--- config.mk ---
export PLATFORM = sky130hd
export DESIGN_NAME = alu_test_harness_flat
export DESIGN_NICKNAME = d
export VERILOG_FILES = /design/src/rtl/alu_test_harness_if.sv /design/src/rtl/alu_test_harness.sv /design/src/flat_wrapper.sv
export SDC_FILE = /design/constraint.sdc
export NUM_CORES = 1
export LEC_CHECK = 0
export ABC_AREA = 0
export CORE_ASPECT_RATIO = 1.25
export CORE_MARGIN = 2
export CORE_UTILIZATION = 45
export DETAILED_ROUTE_END_ITERATION = 10
export GPL_ROUTABILITY_DRIVEN = 1
export HOLD_SLACK_MARGIN = 0.1
export PLACE_DENSITY = 0.68
export SLEW_MARGIN = 20
export SYNTH_ARGS = -nofsm -noshare
export SYNTH_HDL_FRONTEND = slang
export SYNTH_SLANG_ARGS = --single-unit
--- constraint.sdc ---
create_clock -name CLOCK_50 -period 7.3 [get_ports CLOCK_50]
set_clock_uncertainty 0.2 [all_clocks]
set_input_delay 1.46 -clock CLOCK_50 [delete_from_list [all_inputs] [get_ports CLOCK_50]]
set_output_delay 1.46 -clock CLOCK_50 [all_outputs]
set_load 0.01 [all_outputs]
--- src/rtl/alu_test_harness_if.sv ---
// Operand/result bus between the harness and the external ALU under test.
interface alu_test_harness_if #(
    parameter int WIDTH = 32
);
    logic [WIDTH-1:0] oA;
    logic [WIDTH-1:0] oB;
    logic [4:0]       oControl;
    logic [WIDTH-1:0] iResult;
    logic             iZero;

    modport master (output oA, oB, oControl, input iResult, iZero);
    modport slave  (input oA, oB, oControl, output iResult, iZero);
endinterface

--- src/rtl/alu_test_harness.sv ---
// Board-level ALU exerciser: debounced keys load operands/opcode, capture the
// ALU result and page any word onto six seven-segment digits.
module alu_test_harness_debounce #(
    parameter int DEBOUNCE_CYCLES = 500000
) (
    input  logic clk,
    input  logic rst_n,
    input  logic raw,
    output logic press
);
    localparam int CW = $clog2(DEBOUNCE_CYCLES);

    logic [1:0]    sync;
    logic          stable;
    logic [CW-1:0] cnt;

    // Counter only runs while the synchronized level disagrees with the stable one.
    always_ff @(posedge clk or negedge rst_n) begin
        if (!rst_n) begin
            sync   <= 2'b11;
            stable <= 1'b1;
            cnt    <= '0;
            press  <= 1'b0;
        end else begin
            sync  <= {sync[0], raw};
            press <= 1'b0;
            if (sync[1] == stable) begin
                cnt <= '0;
            end else if (cnt == CW'(DEBOUNCE_CYCLES - 1)) begin
                cnt    <= '0;
                stable <= sync[1];
                press  <= ~sync[1];
            end else begin
                cnt <= cnt + 1'b1;
            end
        end
    end
endmodule

module alu_test_harness #(
    parameter int WIDTH           = 32,
    parameter int DEBOUNCE_CYCLES = 500000
) (
    input  logic                 CLOCK_50,
    input  logic                 iRST_n,
    input  logic [3:0]           KEY,
    input  logic [9:0]           SW,
    alu_test_harness_if.master   alu,
    output logic [9:0]           LEDR,
    output logic [6:0]           HEX0,
    output logic [6:0]           HEX1,
    output logic [6:0]           HEX2,
    output logic [6:0]           HEX3,
    output logic [6:0]           HEX4,
    output logic [6:0]           HEX5
);
    localparam int         PAGES     = (WIDTH + 23) / 24;
    localparam int         EXT_W     = PAGES * 24;
    localparam logic [1:0] PAGE_LAST = 2'(PAGES - 1);

    localparam logic [1:0] SHOW_R = 2'b00;
    localparam logic [1:0] SHOW_A = 2'b01;
    localparam logic [1:0] SHOW_B = 2'b10;

    logic [3:0]       press;
    logic [WIDTH-1:0] a_q, b_q, res_q;
    logic             fresh_a, fresh_b;
    logic [4:0]       ctl_q;
    logic             zero_q;
    logic             cap_start;
    logic [1:0]       cap_pipe;
    logic [1:0]       state, page;
    logic [WIDTH-1:0] word;
    logic [EXT_W-1:0] ext;
    logic [23:0]      window;
    logic [5:0][6:0]  hex;

    for (genvar k = 0; k < 4; k++) begin : g_key
        alu_test_harness_debounce #(.DEBOUNCE_CYCLES(DEBOUNCE_CYCLES)) u_deb (
            .clk   (CLOCK_50),
            .rst_n (iRST_n),
            .raw   (KEY[k]),
            .press (press[k])
        );
    end

    function automatic logic [WIDTH-1:0] sext(input logic [9:0] v);
        return {{(WIDTH-10){v[9]}}, v};
    endfunction

    always_ff @(posedge CLOCK_50 or negedge iRST_n) begin
        if (!iRST_n) begin
            a_q     <= '0;
            b_q     <= '0;
            fresh_a <= 1'b1;
            fresh_b <= 1'b1;
        end else if (press[0] && press[1]) begin
            a_q     <= '0;
            b_q     <= '0;
            fresh_a <= 1'b1;
            fresh_b <= 1'b1;
        end else begin
            if (press[0]) begin
                a_q     <= fresh_a ? sext(SW) : {a_q[WIDTH-11:0], SW};
                fresh_a <= 1'b0;
            end
            if (press[1]) begin
                b_q     <= fresh_b ? sext(SW) : {b_q[WIDTH-11:0], SW};
                fresh_b <= 1'b0;
            end
        end
    end

    // Opcode lands one cycle after the press, the ALU output is sampled the
    // cycle after that; a press while the opcode is settling is dropped.
    assign cap_start = press[2] & ~cap_pipe[0];

    always_ff @(posedge CLOCK_50 or negedge iRST_n) begin
        if (!iRST_n) begin
            cap_pipe <= '0;
            ctl_q    <= '0;
            res_q    <= '0;
            zero_q   <= 1'b1;
        end else begin
            cap_pipe <= {cap_pipe[0], cap_start};
            if (cap_start)   ctl_q <= SW[4:0];
            if (cap_pipe[1]) begin
                res_q  <= alu.iResult;
                zero_q <= alu.iZero;
            end
        end
    end

    always_ff @(posedge CLOCK_50 or negedge iRST_n) begin
        if (!iRST_n) begin
            state <= SHOW_R;
            page  <= '0;
        end else if (press[3]) begin
            if (page == PAGE_LAST) begin
                page <= '0;
                case (state)
                    SHOW_R:  state <= SHOW_A;
                    SHOW_A:  state <= SHOW_B;
                    default: state <= SHOW_R;
                endcase
            end else begin
                page <= page + 1'b1;
            end
        end
    end

    always_comb begin
        case (state)
            SHOW_A:  word = a_q;
            SHOW_B:  word = b_q;
            default: word = res_q;
        endcase
        ext            = '0;
        ext[WIDTH-1:0] = word;
    end

    assign window = ext[int'(page)*24 +: 24];

    function automatic logic [6:0] seg7(input logic [3:0] n);
        case (n)
            4'h0: return 7'b1000000;
            4'h1: return 7'b1111001;
            4'h2: return 7'b0100100;
            4'h3: return 7'b0110000;
            4'h4: return 7'b0011001;
            4'h5: return 7'b0010010;
            4'h6: return 7'b0000010;
            4'h7: return 7'b1111000;
            4'h8: return 7'b0000000;
            4'h9: return 7'b0010000;
            4'hA: return 7'b0001000;
            4'hB: return 7'b0000011;
            4'hC: return 7'b1000110;
            4'hD: return 7'b0100001;
            4'hE: return 7'b0000110;
            default: return 7'b0001110;
        endcase
    endfunction

    always_ff @(posedge CLOCK_50 or negedge iRST_n) begin
        if (!iRST_n) begin
            hex <= {6{7'b1000000}};
        end else begin
            for (int i = 0; i < 6; i++) hex[i] <= seg7(window[4*i +: 4]);
        end
    end

    assign alu.oA       = a_q;
    assign alu.oB       = b_q;
    assign alu.oControl = ctl_q;
    assign LEDR         = {zero_q, state, page, ctl_q};
    assign HEX0         = hex[0];
    assign HEX1         = hex[1];
    assign HEX2         = hex[2];
    assign HEX3         = hex[3];
    assign HEX4         = hex[4];
    assign HEX5         = hex[5];
endmodule
--- src/flat_wrapper.sv ---
// flat-port wrapper written by rule: the top's interface ports become plain ports
module alu_test_harness_flat 
#(
    parameter int WIDTH           = 32,
    parameter int DEBOUNCE_CYCLES = 500000
)
  (CLOCK_50, iRST_n, KEY, SW, LEDR, HEX0, HEX1, HEX2, HEX3, HEX4, HEX5, alu_oA, alu_oB, alu_oControl, alu_iResult, alu_iZero);
  alu_test_harness_if #(.WIDTH(WIDTH)) alu_i ();
  input  logic CLOCK_50;
  input  logic iRST_n;
  input  logic [3:0] KEY;
  input  logic [9:0] SW;
  output logic [9:0] LEDR;
  output logic [6:0] HEX0;
  output logic [6:0] HEX1;
  output logic [6:0] HEX2;
  output logic [6:0] HEX3;
  output logic [6:0] HEX4;
  output logic [6:0] HEX5;
  output wire logic [$bits(alu_i.oA)-1:0] alu_oA;
  output wire logic [$bits(alu_i.oB)-1:0] alu_oB;
  output wire logic [$bits(alu_i.oControl)-1:0] alu_oControl;
  input wire logic [$bits(alu_i.iResult)-1:0] alu_iResult;
  input wire logic [$bits(alu_i.iZero)-1:0] alu_iZero;
  assign alu_oA = alu_i.oA;
  assign alu_oB = alu_i.oB;
  assign alu_oControl = alu_i.oControl;
  assign alu_i.iResult = alu_iResult;
  assign alu_i.iZero = alu_iZero;
  alu_test_harness #(.WIDTH(WIDTH), .DEBOUNCE_CYCLES(DEBOUNCE_CYCLES)) u_core (.CLOCK_50(CLOCK_50), .iRST_n(iRST_n), .KEY(KEY), .SW(SW), .alu(alu_i), .LEDR(LEDR), .HEX0(HEX0), .HEX1(HEX1), .HEX2(HEX2), .HEX3(HEX3), .HEX4(HEX4), .HEX5(HEX5));
endmodule
[Word level (Yosys, flattened, before mapping)]
Memory sizes are Yosys's and may differ from the RTL's. A register that Yosys moved wholly into a read port is not among the register bits.
Index checks and enable logic that the tools add are counted.
Storage, ports and cells
  memories: 6
  ROM bits: 672
  output and inout port bits: 121
  register bits: 202
  input bits: 49
Memories
  (no name shown): words 16, bits a word 7, read ports 1, clocked after memory_dff 1, write ports 0, RTL line alu_test_harness.sv:165  | case (n)
  (no name shown): words 16, bits a word 7, read ports 1, clocked after memory_dff 1, write ports 0, RTL line alu_test_harness.sv:165
  (no name shown): words 16, bits a word 7, read ports 1, clocked after memory_dff 1, write ports 0, RTL line alu_test_harness.sv:165
  (no name shown): words 16, bits a word 7, read ports 1, clocked after memory_dff 1, write ports 0, RTL line alu_test_harness.sv:165
  (no name shown): words 16, bits a word 7, read ports 1, clocked after memory_dff 1, write ports 0, RTL line alu_test_harness.sv:165
  (no name shown): words 16, bits a word 7, read ports 1, clocked after memory_dff 1, write ports 0, RTL line alu_test_harness.sv:165
Cells by class
  bitwise gates (word level): 10
  mux-type cells: 29
  $mul: 1
  equal/unequal tests: 11
  add/sub/neg operators: 5
  shift operators: 1
  reductions and logical operators: 15
Operator list (number)
  $mux 32: 6
  $mux 19: 8
  $add 19x1->19 const B: 4
  $eq 19x19->1 const B: 4
  $pmux 32 s2: 1
  $shiftx 48x32->24: 1
  $mux 1: 12
  $reduce_and 2->1: 5
  $not 1->1: 9
  $logic_not 1->1: 6
  $eq 1x1->1: 4
  $eq 2x1->1 const B: 2
  $mul 2x2->4 const B: 1
  $pmux 2 s2: 1
  $reduce_bool 2->1: 2
  $add 2x1->2 const B: 1
  $eq 2x2->1 const B: 1
  $logic_not 2->1: 1
  $mux 2: 1
  $and 1x1->1: 1
  $logic_and 1x1->1: 1

[Logic depth before layout (Yosys ltp)]
  depth in word-level cells: 3
  mapped depth: 11
  depth with buffers taken out: 9

[Cells and area by module]
Synthesis repeated with hierarchy kept, for this count alone.
Unflattened totals
  cell total of the unflattened synthesis: 1161
  area total of the unflattened synthesis: 12522.0 um2
Modules (own cells, without submodules)
  alu_test_harness: instances 1, sequential area each 3814.9 um2, area each 8000.2 um2, cells an instance 729
  alu_test_harness_debounce (u_core.g_key[2].u_deb ...): instances 2, sequential area each 579.3 um2, area each 1138.6 um2, cells an instance 106
  alu_test_harness_debounce (u_core.g_key[0].u_deb ...): instances 2, sequential area each 579.3 um2, area each 1122.3 um2, cells an instance 110

[Worst setup path after synthesis]
OpenSTA, ideal clock, no wires.
  kind: reg-to-reg
  from: register u_core.state[0]
  to: register u_core.hex (netlist bit u_core.HEX3[3])
  setup slack: 4.238 ns
  cell stages (with the launch flop): 10
  setup time: 0.138 ns
  buffers on the path: 3
  arrival: 2.724 ns
  path through: dfrtp_1 -> inv_1 -> ha_1 -> buf_2 -> buf_1 -> buf_1 -> a211oi_1 -> inv_1 -> ha_1 -> mux4_2
Between the ends
  longest elaborated chain between the ends: 3
  elaborated cells between the ends (all ways): 4
RTL lines
  start: declaration: RTL line alu_test_harness.sv:72  | logic [1:0] state, page;
  start signal: assignment: RTL line alu_test_harness.sv:136  | state <= SHOW_R;
  start signal: assignment: RTL line alu_test_harness.sv:142  | SHOW_R: state <= SHOW_A;
  start signal: assignment: RTL line alu_test_harness.sv:143  | SHOW_A: state <= SHOW_B;
  $eq 2x2->1 or $eq 2x1->1 (tied branches): RTL line alu_test_harness.sv:153  | case (state)
  $pmux 32 s2 (*): RTL line alu_test_harness.sv:153
  $shiftx 48x32->24 (*): RTL line alu_test_harness.sv:162  | assign window = ext[int'(page)*24 +: 24];
  end: declaration: RTL line alu_test_harness.sv:76  | logic [5:0][6:0] hex;
Every way passes the cells marked *; elsewhere a longest branch is shown, timed or not.
A chain may end at the register's enable or synchronous reset.

[Final worst setup path]
  from: register u_core.state[0]
  to: register u_core.hex (netlist bit u_core.HEX5[3])
The elaborated chain is that of the path after synthesis.

==> Flow_metrics.wiki <==
{| class="wikitable"
! Metric !! Value
|-
| Number of warnings reported in the yosys synthesis log || 0
|-
| Nets@finish || 1362
|-
| Setup repair after global routing missed its margin || false
|-
| Cell with the largest stage delay on the worst path || sky130_fd_sc_hd__a211oi_1
|-
| GR met3 Demand/Resource || 3.87%
|-
| Required time at the endpoint of the critical path || 7.50 ns
|-
| Fraction of layout cells with a size suffix above 1 || 11.5%
|-
| GPL Wtd Cong || 0.868
|-
| Sw frac || 21.2%
|-
| Avg WL per Cell || 18.1 µm
|-
| Clock sinks || 244
|-
| Placed cells || 1580
|-
| Start point of the critical path || u_core.state[0]
|-
| Share of power burned in the clock network || 46.4%
|-
| HPWL after detailed placement || 20700 µm
|-
| Final Hold Vio Count || 0
|-
| Endpoint of the worst hold-timing path || u_core.g_key[3].u_deb.sync[1]
|-
| Combined global-route utilization of all metal layers || 21.3%
|-
| Static Leak || 0.00646 µW
|-
| Startpoint types || flop
|-
| Number of global-route vias before repair || 8903
|-
| Relative contribution of sequential cells to total power || 50.6%
|-
| Critical path cell sequence || inv_1 -> ha_1 -> buf_4 -> nor2_1 -> a211oi_1 -> inv_1 -> ha_1 -> mux4_2
|-
| Worst r2r path cells || 8
|-
| Number of design rule violations left after detail routing || 0
|-
| Worst-Margin Slew || 0.975 ns
|-
| Pwr per Cell Area || 185 mW/mm²
|-
| Post-CTS clock slew at the launch and capture registers of the worst setup and hold paths || 0.06 ns
|-
| Final setup viols || 0
|-
| Data arrival at the endpoint of the critical path || 3.79 ns
|-
| Worst Hold Slack || 0.155 ns
|-
| Run status || completed
|-
| Worst slack, placed || 3.62 ns
|-
| Hold buffer count at cts || 0
|-
| Top library cells by usage in the layout, fill and taps aside || sky130_fd_sc_hd__dfrtp_1, sky130_fd_sc_hd__clkdlybuf4s50_1, sky130_fd_sc_hd__nor2_1, sky130_fd_sc_hd__inv_1, sky130_fd_sc_hd__o22ai_1
|-
| Area added between synthesis and finish || 22.6%
|-
| Number of different library cells in the post-synthesis netlist || 52
|-
| Number of input and output port buffers inserted || 169
|-
| Period minus WS final || 3.59 ns
|-
| Post-cts resize count || 0
|-
| CTS tree || yes
|-
| Commonest non-fill, non-tap cell in the layout || sky130_fd_sc_hd__dfrtp_1
|-
| Relative slew margins || 35.0%
|-
| Number of vias per cell after detailed routing || 5.47
|-
| Setup TNS after final layout || 0 ns
|-
| Internal power of the cells || 2140 µW
|-
| CTS root buf || sky130_fd_sc_hd__clkbuf_16
|-
| Post-synth ARST share || 100%
|-
| Number of antenna violations at the first check in global routing || 3
|-
| Number of cell rows || 66
|-
| Layout Cells excl Fill || 1629
|-
| Post-synth EDFFs || 0
|-
| Total nets after synthesis || 1221
|-
| Fin worst setup slack || 3.71 ns
|-
| Reg2Reg Launch Point || u_core.state[0]
|-
| Routing usage on met2 || 36.0%
|-
| TritonCTS Buffers || 26
|-
| Total number of vias || 8905
|-
| GR Overflow Total || 0
|-
| Post-synthesis instance area || 0.0119 mm²
|-
| Post-detailed-routing wire length || 29500 µm
|-
| Largest stage delay, worst path || 0.67 ns
|-
| Vert. Die Dim || 186 µm
|-
| R2R Setup Slk || 3.71 ns
|-
| Layer carrying the most global-route usage || met2
|-
| Die extent in x || 150 µm
|-
| DR pass1 iterations || 5
|-
| Violation count after the first detailed-routing iteration || 696
|-
| Worst Setup End Kind || flop
|-
| Global-route wire length before repair || 47300 µm
|-
| Fraction of the yosys area taken by sequential cells || 51.4%
|-
| Routed Antenna Nets || 0
|-
| Post-route clock period utilization || 49.2%
|-
| Max Transition Viols Final || 0
|-
| Capturing point of the worst reg2reg path || u_core.HEX5[3]
|-
| Maximum clock path buffer count || 3
|-
| # IOs || 170
|-
| Class of the worst hold path || flop to flop
|-
| Pin count of the biggest net entering global routing || 128
|-
| Area inside the core boundary || 0.0260 mm²
|-
| Gate power share || 2.9%
|-
| Net switching component of the power || 574 µW
|-
| Largest voltage drop on the vdd net || 193 µV
|-
| Dominant cells by area after synthesis || sky130_fd_sc_hd__dfrtp_1, sky130_fd_sc_hd__mux2_2, sky130_fd_sc_hd__dfstp_2
|-
| Number of H-tree levels || 1
|-
| Number of instances in the synthesized netlist || 1128
|-
| Peak Freq || 278 MHz
|-
| Effective utilization at floorplan || 45.9%
|-
| Most instantiated flip-flop cell in the synthesis netlist || sky130_fd_sc_hd__dfrtp_1
|-
| Post-synthesis cell type with the largest combined area || sky130_fd_sc_hd__dfrtp_1
|-
| Max cap viols || 0
|-
| Clock latency reported for the late side of the worst-skew pair || 0.54 ns
|-
| GR met1 Demand/Resource || 27.9%
|-
| Setup bufs post-CTS || 0
|-
| Worst hold path stage count || 0
|-
| Beginning of the worst hold path || u_core.g_key[3].u_deb.sync[0]
|-
| Fraction of post-synthesis cell area in the top cell type by area || 46.8%
|-
| Synth Area per Inst || 10.6 µm²
|-
| Number of storage elements in the synthesis netlist || 244
|-
| Critical path fanouts, max || 36
|-
| Post-route cell area || 0.0146 mm²
|-
| Worst Setup Path Type || flop to flop
|-
| Die footprint || 0.0278 mm²
|-
| Post-placement cell area || 0.0138 mm²
|}
## kinds of logic after synthesis
group                      Yosys count  synth area share (%)
AOI/OAI and AO/OA                  219                  12.3
DFF                                244                  51.4
buffers and inverters              152                  5.41
and+or+nand+nor                    316                  13.2
xor gates and xnor gates            75                  5.51
muxes                               78                  7.51
adders and majority gates           44                  4.61
## power groups by stage
stage / clock network, µW / logic, µW / registers [µW]
floorplan: 0 / 18.6 / 1400
global placement: 0 / 81.8 / 1400
detailed placement: 0 / 82.3 / 1400
CTS: 1280 / 82.5 / 1370
global route: 1350 / 91.0 / 1370
finish: 1260 / 79.1 / 1370
## cell type report
type / count / area, µm²
Clock buffer: 42 / 752
Multi-Input combinational cell: 732 / 5180
Inverter: 88 / 330
Tap cell: 340 / 425
Timing Repair Buffer: 177 / 1760
Antenna cell: 1 / 2.50
Fill cell: 2276 / 11400
Clock inverter: 5 / 52.6
Sequential cell: 244 / 6130
## how the worst max path moves through the flow
stage | endpoint | slack (ns) | depth (start not counted)
after floorplan | u_core.HEX3[3] | 4.24 | 9
after detailed placement | u_core.HEX5[3] | 3.62 | 7
final | u_core.HEX5[3] | 3.71 | 8
after global routing | u_core.HEX5[3] | 3.50 | 8
after global placement | u_core.HEX0[4] | 3.75 | 9
after CTS | u_core.HEX3[3] | 3.60 | 7
## per-layer routing
layer / part of all wire (%) / wire length (µm)
met5: 0.091 / 27
met4: 2.6 / 770
met3: 6.3 / 1860
met2: 49 / 14400
met1: 42 / 12400
## cells in the mapped netlist, types with 11 or more instances
library cell               number
sky130_fd_sc_hd__a211oi_1      15
sky130_fd_sc_hd__a21oi_1       56
sky130_fd_sc_hd__a22oi_1       23
sky130_fd_sc_hd__and3_1        12
sky130_fd_sc_hd__buf_2         18
sky130_fd_sc_hd__clkbuf_1      27
sky130_fd_sc_hd__dfrtp_1      223
sky130_fd_sc_hd__dfstp_2       21
sky130_fd_sc_hd__ha_1          44
sky130_fd_sc_hd__inv_1         88
sky130_fd_sc_hd__mux2_2        52
sky130_fd_sc_hd__mux2i_1       22
sky130_fd_sc_hd__nand2_1       56
sky130_fd_sc_hd__nand3_1       29
sky130_fd_sc_hd__nand3b_1      11
sky130_fd_sc_hd__nand4_1       17
sky130_fd_sc_hd__nor2_1       110
sky130_fd_sc_hd__nor3_1        15
sky130_fd_sc_hd__o21ai_0       15
sky130_fd_sc_hd__o22ai_1       75
sky130_fd_sc_hd__xnor2_1       30
sky130_fd_sc_hd__xor2_1        45
## state kept, by name, summed over array words and instances (netlist names), 7 cells and up
name and cells:
u_core.alu.oA 32, u_core.g_key.u_deb.cnt 76, u_core.g_key.u_deb.sync 8, u_core.HEX1 7, u_core.HEX3 7, u_core.HEX5 7
u_core.res_q 32, u_core.HEX4 7, u_core.HEX0 7, u_core.alu.oB 32, u_core.HEX2 7
## through the flow
step                utilization [%]  total power [µW]
floorplan                         -              1410
global placement               53.0              1480
detailed placement             53.0              1480
CTS                            56.1              2740
global route                   56.2              2820
finish                         56.2              2710
## worst max-delay path, delay by kind of cell (launching register included)
kind / cells / cell delay, ns
mux: 1 / 0.46
flops: 1 / 0.41
compound gates: 1 / 0.67
buf+inv: 3 / 0.75
fa+ha+maj: 2 / 0.83
simple gates: 1 / 0.11
Power figures use the tool's default switching activity.
